## config.mk

```make
export PLATFORM = sky130hd
export DESIGN_NAME = restoring_division
export DESIGN_NICKNAME = d
export VERILOG_FILES = /design/src/rtl/restoring_division.sv
export SDC_FILE = /design/constraint.sdc
export NUM_CORES = 1
export LEC_CHECK = 0
export ABC_CLOCK_PERIOD_IN_PS = 7200
export CAP_MARGIN = 30
export CELL_PAD_IN_SITES_DETAIL_PLACEMENT = 1
export CELL_PAD_IN_SITES_GLOBAL_PLACEMENT = 1
export CORE_ASPECT_RATIO = 0.75
export CORE_MARGIN = 3
export CORE_UTILIZATION = 43
export CTS_CLUSTER_DIAMETER = 100
export DETAILED_ROUTE_END_ITERATION = 10
export PLACE_DENSITY_LB_ADDON = 0.1
export SLEW_MARGIN = 5
export SYNTH_ARGS = -nofsm -noshare
export SYNTH_HDL_FRONTEND = slang
export SYNTH_SLANG_ARGS = --single-unit
```

## constraint.sdc

```tcl
create_clock -name clk -period 7.2 [get_ports clk]
set_input_delay 1.44 -clock clk [delete_from_list [all_inputs] [get_ports clk]]
set_output_delay 1.44 -clock clk [all_outputs]
set_load 0.03 [all_outputs]
```

## src/rtl/restoring_division.sv

```systemverilog
// Sequential unsigned restoring divider: one quotient bit per clock, MSB first.
// A start/done handshake sits around a three-state IDLE/RUN/FINISH controller.
module restoring_division #(
  parameter int WIDTH = 32
) (
  input  logic             clk,
  input  logic             rst_n,
  input  logic             start,
  input  logic [WIDTH-1:0] dividend,
  input  logic [WIDTH-1:0] divisor,
  output logic [WIDTH-1:0] quotient,
  output logic [WIDTH-1:0] remainder,
  output logic             busy,
  output logic             done,
  output logic             div_by_zero
);

  typedef enum logic [1:0] {IDLE, RUN, FINISH} state_t;

  localparam int             CW   = $clog2(WIDTH + 1);
  localparam logic [CW-1:0]  LAST = CW'(WIDTH - 1);

  state_t           state, next_state;
  logic [WIDTH-1:0] d_q;
  logic [WIDTH-1:0] q_q;
  logic [WIDTH-1:0] r_q;
  logic [CW-1:0]    count;

  logic             accept;
  logic [WIDTH:0]   r_sh;
  logic [WIDTH:0]   diff;
  logic [WIDTH-1:0] q_next;
  logic [WIDTH-1:0] r_next;

  // Working remainder is held in WIDTH bits: after each restore step it is
  // strictly below the divisor, so only the shifted value needs the extra bit.
  always_comb begin
    r_sh = {r_q, q_q[WIDTH-1]};
    diff = r_sh - {1'b0, d_q};
    if (diff[WIDTH] == 1'b0) begin
      r_next = diff[WIDTH-1:0];
      q_next = {q_q[WIDTH-2:0], 1'b1};
    end else begin
      r_next = r_sh[WIDTH-1:0];
      q_next = {q_q[WIDTH-2:0], 1'b0};
    end
  end

  // A start in FINISH is accepted just like one in IDLE.
  assign accept = start && (state != RUN);
  assign busy   = (state == RUN);
  assign done   = (state == FINISH);

  // NOTE: every output of a combinational block gets a default first so that
  // no path leaves it unassigned and no latch is inferred.
  always_comb begin
    next_state = state;
    case (state)
      IDLE, FINISH: begin
        if (accept) next_state = (divisor == '0) ? FINISH : RUN;
        else        next_state = IDLE;
      end
      RUN:     if (count == LAST) next_state = FINISH;
      default: next_state = IDLE;
    endcase
  end

  // NOTE: sequential state uses non-blocking assignments so all registers
  // update together from values sampled before the edge.
  always_ff @(posedge clk) begin
    if (!rst_n) state <= IDLE;
    else        state <= next_state;
  end

  always_ff @(posedge clk) begin
    if (!rst_n) begin
      d_q         <= '0;
      q_q         <= '0;
      r_q         <= '0;
      count       <= '0;
      quotient    <= '0;
      remainder   <= '0;
      div_by_zero <= 1'b0;
    end else if (accept) begin
      d_q   <= divisor;
      q_q   <= dividend;
      r_q   <= '0;
      count <= '0;
      if (divisor == '0) begin
        quotient    <= '1;
        remainder   <= dividend;
        div_by_zero <= 1'b1;
      end
    end else if (state == RUN) begin
      q_q   <= q_next;
      r_q   <= r_next;
      count <= count + 1'b1;
      if (count == LAST) begin
        quotient    <= q_next;
        remainder   <= r_next;
        div_by_zero <= 1'b0;
      end
    end
  end

endmodule

```

Word-level counts from Yosys, hierarchy flattened --
Index checks and enable logic that the tools add are counted.
Storage, ports and cells: register bits 169, input bits 67, output and inout bits 67, logic and storage cells 45
Cells by class: $add $sub $neg 2, equal/unequal tests 6, mux-type cells 20, bitwise logic cells 1, reductions and logical operators 8
Operators with widths (number):
- $mux 32 | 11
- $sub 33x32->33 | 1
- $logic_not 32->1 | 1
- $add 6x1->6 const B | 1
- $eq 6x5->1 const B | 1
- $mux 2 | 3
- $ne 2x1->1 const B | 3
- $mux 1 | 5
- $pmux 2 s2 | 1
- $reduce_bool 2->1 | 2
- $reduce_or 2->1 | 2
- $reduce_and 3->1 | 1
- $eq 2x1->1 const B | 1
- $eq 2x2->1 const B | 1
- $logic_not 2->1 | 1
- $logic_and 1x1->1 | 1
- $not 1->1 | 1

Depth between registers and ports, before layout --
Gate-level depths: netlist of the first run.
depth in word-level cells 5, mapped depth 14, gate-level depth less buffers 12

Least setup slack after synthesis of the first run --
Ideal clock, no wire load.
path kind in2reg, from input port start, to register remainder[11], setup time 0.058 ns, arrival time 3.390 ns, required time 7.142 ns, path slack 3.752 ns, stages on the path 9, buffers on the path 3, cells stage by stage clkbuf_1 nand2_1 nor3_1 nand2b_1 buf_2 clkbuf_1 o211ai_1 a21oi_1 a31o_2
On the way: longest elaborated chain between the ends 3
RTL lines:
- start: declaration | line 8 | input logic start,
- $logic_and 1x1->1 * | line 50 | assign accept = start && (state != RUN);
- $ne 2x1->1 (no source line) / $reduce_bool 2->1 (equally long branches)
- $reduce_and 3->1 (no source line)
- end signal: assignment | line 91 | remainder <= dividend;
- end signal: assignment | line 100 | remainder <= r_next;
- end: declaration | line 12 | output logic [WIDTH-1:0] remainder,
Mark *: on every way between the ends. The rest lies on a longest branch, timed or not. A chain may end at the register's enable or synchronous reset.

Worst setup path in the final report of the first run --
from input port divisor[23], to register remainder[2]
On the way: longest elaborated chain between the ends 3
RTL lines:
- start: declaration | line 10 | input logic [WIDTH-1:0] divisor,
- $logic_not 32->1 | line 89 | if (divisor == '0) begin
- $ne 2x1->1 (no source line)
- $reduce_and 3->1 (no source line)
No other way between the ends.

==> results of run 1 <==
==> synth_stat cells (all sizes together), types with 3 or more instances <==
cell,count
a211o,12
a211oi,58
a21o,11
a21oi,115
a31o,6
a31oi,9
a41oi,4
and2,5
and3,5
buf,17
clkbuf,62
dfxtp,169
ha,33
inv,49
mux2,3
mux2i,53
nand2,128
nand2b,7
nand3,10
nand4,10
nor2,140
nor2b,3
nor3,44
nor4,11
o211ai,19
o21a,6
o21ai,71
o21bai,5
o31a,3
or3,7
xnor2,17
xor2,11
==> metrics by stage <==
stage          instances  hold slack (ns)
6_report            1502            0.450
5_1_grt             1502            0.480
4_1_cts             1498            0.454
3_5_place_dp        1466            0.445
3_3_place_gp        1465            0.438
2_1_floorplan       1127            0.426
==> routing by layer <==
metal	GRT usage (%)	part of all wire [%]
met2	41.1	47
met5	0	0
met3	3.55	3.6
met1	33.9	47
met4	8.49	2.3
==> critical path: cells and delay by family <==
| family | cells | cell delay, ns |
|---|---|---|
| and+or+nand+nor | 4 | 1.64 |
| buffers and inverters | 2 | 0.85 |
| AOI/OAI and AO/OA | 3 | 0.55 |
==> area by class of cell <==
cell class                 instances  area (µm²)  share of cell area, %
clock buffer                      18         439                   3.97
multi-input combinational        830        5050                   45.7
tap                              276         345                   3.12
timing repair buffer             146        1500                   13.5
inverter                          49         184                   1.66
sequential                       169        3380                   30.6
clock inverter                    14         150                   1.36
==> flip-flops by register name (all words and copies together) (netlist names) <==
register and cells:
q_q 32, div_by_zero 1, quotient 32, d_q 32, remainder 32, r_q 32
state 2, count 6
==> power by group <==
group	switching [mW]	internal (mW)	total, mW
registers	0.0361	0.977	1.01
clock network	0.447	0.474	0.921
logic	0.461	0.293	0.753
total	0.943	1.74	2.69
==> final timing paths <==
path                            cells past startpoint                   endpoint                       from  slack (ns)
worst max-delay path                                9  remainder[2]$_SDFFE_PN0P_                divisor[23]        3.07
worst min-delay path                                2  remainder[9]$_SDFFE_PN0P_  remainder[9]$_SDFFE_PN0P_        0.45
worst max register to register                     13  remainder[2]$_SDFFE_PN0P_       q_q[31]$_SDFFE_PN0P_        3.09
worst min register to register                      2  remainder[9]$_SDFFE_PN0P_  remainder[9]$_SDFFE_PN0P_        0.45
==> logic make-up after synthesis <==
logic type | Yosys count | share of synthesized area (%)
and+or+nand+nor | 375 | 18.2
AOI/OAI and AO/OA | 337 | 24.1
DFF | 169 | 37.9
buffers and inverters | 128 | 5.83
muxes | 56 | 6.37
adders and majority gates | 34 | 4.85
xor gates and xnor gates | 28 | 2.75
==> impl_metrics.csv, run 1 <==
group,metric,value,unit
status,status,"finished clean",
global_route,grt_use_total,25.0,%
synthesis,synth_edf_count,0,
die,fp.dieArea,22500,µm²
synthesis,yosysUniqueCellTypes,63,
critical_path,cp-end-kind,"register",
clocking,h-tree-depth,4,
route,post_drt_wl_per_cell,18.7,µm
layout,final_cell_mix,"dfxtp_1 (169), nor2_1 (138), clkdlybuf4s50_1 (131)",
layout,final_common_cell,"dfxtp_1",
clocking,clockRootBuffer,"clkbuf_16",
critical_path,crit_required,7.58,ns
power_and_ir_drop,peakVddDrop,0.147,mV
clocking,clock_sinks,169,
layout,fin_util,55.6,%
synthesis,yosys_warnings,0,
clocking,cts_buffers,17,
route,firstDrtPassIters,5,
sta,rsz0062_at_grt,"no",
route,drc_errors,0,
critical_path,slowest_delay,0.66,ns
route,drt_iter0_markers,542,
clocking,post_cts_resized,0,
global_route,grt_pass1_wl,44.8,mm
global_route,antenna_found_initial,0,
synthesis,syn_nets,1228,
synthesis,synthArstFlopShare,0,%
power_and_ir_drop,power_leakage,4.28,nW
clocking,cts_tree,"yes",
critical_path,cp-start-kind,"input port",
layout,area_growth,23.9,%
route,ant_nets,0,
layout,fin_nets,1314,
die,die_h,131,µm
global_route,first_global_vias,8508,
layout,fin_area,11100,µm²
synthesis,yosys_register_bits,169,
power_and_ir_drop,power_density,243,nW/µm²
die,die_w,172,µm
global_route,grt_start_max_net_pins,85,
synthesis,synth.top_cell.area_share,37.9,%
run,max-cap-violations,0,
die,io-pin-count,134,
critical_path,arrival,4.50,ns
sta,finalSetupViolations,0,
synthesis,ys.flop_type,"dfxtp_1",
sta,skew,0.0178,ns
sta,finalCritPeriodShare,57.3,%
critical_path,slowest_stage,"nand2b_1",
sta,tns,0,ns
synthesis,seq_area_frac_synth,37.9,%
sta,slew_headroom,34.5,%
clocking,post_cts_buffers,0,
sta,setup_ws,3.07,ns
power_and_ir_drop,report.power.total,2.69,mW
global_route,grt-ovfl-total,0,
hold_path,hold_class,"register to register",
place,port_buffers,133,
sta,drv_slew,0,
die,start_util,44.9,%
place,hpwl,19.4,mm
critical_path,path_max_fanout,36,
synthesis,netlist_instances,1127,
place,pre_cts_ws,2.68,ns
die,num_rows,44,
layout,layout-drive-gt1-share,5.87,%
route,num_vias,8558,
clocking,clk_path_buf_depth,2,
synthesis,synth_area_leaders,"dfxtp_1 (38%), a21oi_1 (6.4%), mux2i_1 (5.9%), nor2_1 (5.9%), nand2_1 (5.3%)",
layout,antennaDiodeCount,0,
sta,finalHoldViolations,0,
layout,fillers,2397,
clocking,hold_buffers,0,
sta,fmax,0.242,GHz
critical_path,crit_chain,"clkdlybuf4s50_1 > nor4_1 > nand4_1 > nor3_2 > buf_4 > nand2b_1 > o211ai_1 > a21oi_1 > a31o_2",
route,drt-total-wl,28.1,mm
critical_path,critPathKind,"input port to register",
sta,min_period,4.13,ns
route,via_per_inst,5.70,
place,place.gp.congestion,0.924,
synthesis,syn_area,8920,µm²
sta,tightest_slew,0.979,ns
clocking,clk_pin_slew,0.07,ns
clocking,clk_latency,0.44,ns
synthesis,synth.avg_cell_area,7.92,µm²
synthesis,synth_area_leader_cell,"dfxtp_1",
die,core_area,19900,µm²
place,place_area,10400,µm²
(Power assumes the default switching activity.)
==> inputs of run 2 (changes only) <==
--- a/config.mk
+++ b/config.mk
@@ -5,13 +5,13 @@
 export SDC_FILE = /design/constraint.sdc
 export NUM_CORES = 1
 export LEC_CHECK = 0
-export ABC_CLOCK_PERIOD_IN_PS = 7200
+export ABC_CLOCK_PERIOD_IN_PS = 3730
 export CAP_MARGIN = 30
 export CELL_PAD_IN_SITES_DETAIL_PLACEMENT = 1
 export CELL_PAD_IN_SITES_GLOBAL_PLACEMENT = 1
 export CORE_ASPECT_RATIO = 0.75
 export CORE_MARGIN = 3
-export CORE_UTILIZATION = 43
+export CORE_UTILIZATION = 36
 export CTS_CLUSTER_DIAMETER = 100
 export DETAILED_ROUTE_END_ITERATION = 10
 export PLACE_DENSITY_LB_ADDON = 0.1
==> constraint.sdc (replaced) <==
create_clock -name clk -period 3.73 [get_ports clk]
set_input_delay 0.746 -clock clk [delete_from_list [all_inputs] [get_ports clk]]
set_output_delay 0.746 -clock clk [all_outputs]
set_load 0.03 [all_outputs]
==> run 2 against run 1 <==
Via count grew 0.22%. Cell area grew 1.4%. Core utilization shrank 9.2 points. Setup slack lost 2.7 ns. First-iteration DRC count shrank 15%. Sequential share of layout area shrank 0.42 points. Register-to-register slack lost 2.8 ns. Critical path depth grew 4. Cell count grew 4.7%. Clock skew shrank 0.0066 ns. Combinational power grew 98%. Critical path type is now register to register. Critical endpoint is now remainder[11]$_SDFFE_PN0P_. Largest power group unchanged.
==> impl_metrics.csv, run 2 (synthesis results as in run 1) <==
group,metric,value,unit
status,status,"finished clean",
route,drc_errors,0,
die,fp.dieArea,26700,µm²
clocking,h-tree-depth,4,
place,port_buffers,133,
critical_path,path_max_fanout,24,
layout,final_common_cell,"dfxtp_1",
clocking,cts_buffers,17,
sta,slew_headroom,56.3,%
global_route,grt-ovfl-total,0,
sta,min_period,3.40,ns
critical_path,cp-start-kind,"register",
sta,skew,0.0112,ns
sta,finalCritPeriodShare,91.1,%
critical_path,crit_required,4.06,ns
clocking,clockRootBuffer,"clkbuf_16",
route,firstDrtPassIters,7,
global_route,grt_start_max_net_pins,59,
die,num_rows,49,
global_route,antenna_found_initial,0,
route,drt_iter0_markers,459,
route,drt-total-wl,29.6,mm
layout,antennaDiodeCount,0,
layout,layout-drive-gt1-share,7.01,%
critical_path,arrival,3.73,ns
power_and_ir_drop,peakVddDrop,0.316,mV
clocking,post_cts_buffers,0,
hold_path,hold_class,"register to register",
clocking,clk_path_buf_depth,2,
global_route,grt_use_total,22.3,%
clocking,clock_sinks,169,
die,die_w,188,µm
route,ant_nets,0,
power_and_ir_drop,power_density,468,nW/µm²
route,post_drt_wl_per_cell,18.8,µm
sta,finalSetupViolations,0,
layout,fillers,2935,
sta,tightest_slew,0.654,ns
clocking,hold_buffers,0,
clocking,post_cts_resized,0,
clocking,cts_tree,"yes",
critical_path,cp-end-kind,"register",
layout,final_cell_mix,"dfxtp_1 (169), nor2_1 (138), clkdlybuf4s50_1 (131)",
die,io-pin-count,134,
place,hpwl,21.5,mm
layout,area_growth,25.6,%
sta,rsz0062_at_grt,"no",
power_and_ir_drop,power_leakage,4.34,nW
clocking,clk_pin_slew,0.07,ns
global_route,first_global_vias,8755,
run,max-cap-violations,0,
route,via_per_inst,5.46,
critical_path,critPathKind,"register to register",
route,num_vias,8577,
sta,tns,0,ns
die,die_h,142,µm
die,core_area,24200,µm²
clocking,clk_latency,0.43,ns
place,place.gp.congestion,0.937,
sta,fmax,0.294,GHz
layout,fin_nets,1329,
power_and_ir_drop,report.power.total,5.25,mW
sta,drv_slew,0,
global_route,grt_pass1_wl,47.8,mm
sta,finalHoldViolations,0,
die,start_util,36.9,%
run 2: changes by cell type in the layout (fill, tap and decap cells not counted), moves of 2 or more:
cell,delta
clkinvlp_4,+2
clkinv_4,-2
bufinv_16,+2
inv_8,-5
buf_4,+17
clkbuf_1,+2
inv_6,-2
clkinv_8,-2
clkinv_2,+4
run 2: area by class of cell:
type / instances / area, µm² / area share, %
inverter: 49 / 184 / 1.64
multi-input combinational: 830 / 5070 / 45.2
timing repair buffer: 161 / 1580 / 14.1
clock inverter: 11 / 121 / 1.08
sequential: 169 / 3380 / 30.2
clock buffer: 21 / 460 / 4.11
tap: 331 / 414 / 3.70
run 2: metal layers:
layer / track usage [%] / vias to the layer above / wire length [µm]
met3: 3.82 / 23 / 979
met1: 29.9 / 4189 / 14100
met4: 5.09 / 0 / 367
met2: 37.7 / 151 / 14100
met5: 0 / - / 0
li1: - / 4214 / -
run 2: worst paths after layout:
path | startpoint | endpoint | slack (ns) | cells after the start
worst max-delay path | q_q[31]$_SDFFE_PN0P_ | remainder[11]$_SDFFE_PN0P_ | 0.33 | 13
worst min-delay path | remainder[6]$_SDFFE_PN0P_ | remainder[6]$_SDFFE_PN0P_ | 0.45 | 2
worst max register to register | q_q[31]$_SDFFE_PN0P_ | remainder[11]$_SDFFE_PN0P_ | 0.33 | 13
worst min register to register | remainder[6]$_SDFFE_PN0P_ | remainder[6]$_SDFFE_PN0P_ | 0.45 | 2
run 2: critical path, cell delays in order, from the launching register on:
cell,delay [ns]
dfxtp_1,0.35
inv_1,0.07
ha_1,0.20
fa_1,0.42
nor2b_1,0.17
o211ai_1,0.14
a2111o_1,0.49
nand3_2,0.15
a211oi_1,0.14
nor3_4,0.26
buf_12,0.23
mux2i_1,0.34
a21oi_1,0.11
a31o_2,0.22
run 2: where the power goes:
group	internal (mW)	total (mW)	switching, mW
clock	1.02	1.79	0.773
sequential	1.89	1.96	0.0720
combinational	0.600	1.49	0.895
run 2: per-stage QoR:
stage | util, % | setup WS, ns | hold slack [ns] | instances | cell area [µm²]
global route | 46.4 | 0.0753 | 0.476 | 1572 | 11200
global placement | 43.8 | 0.368 | 0.441 | 1539 | 10600
CTS | 46.3 | 0.212 | 0.454 | 1572 | 11200
detailed placement | 43.9 | 0.252 | 0.445 | 1540 | 10600
floorplan | - | 0.817 | 0.426 | 1127 | 8920
finish | 46.4 | 0.333 | 0.451 | 1572 | 11200
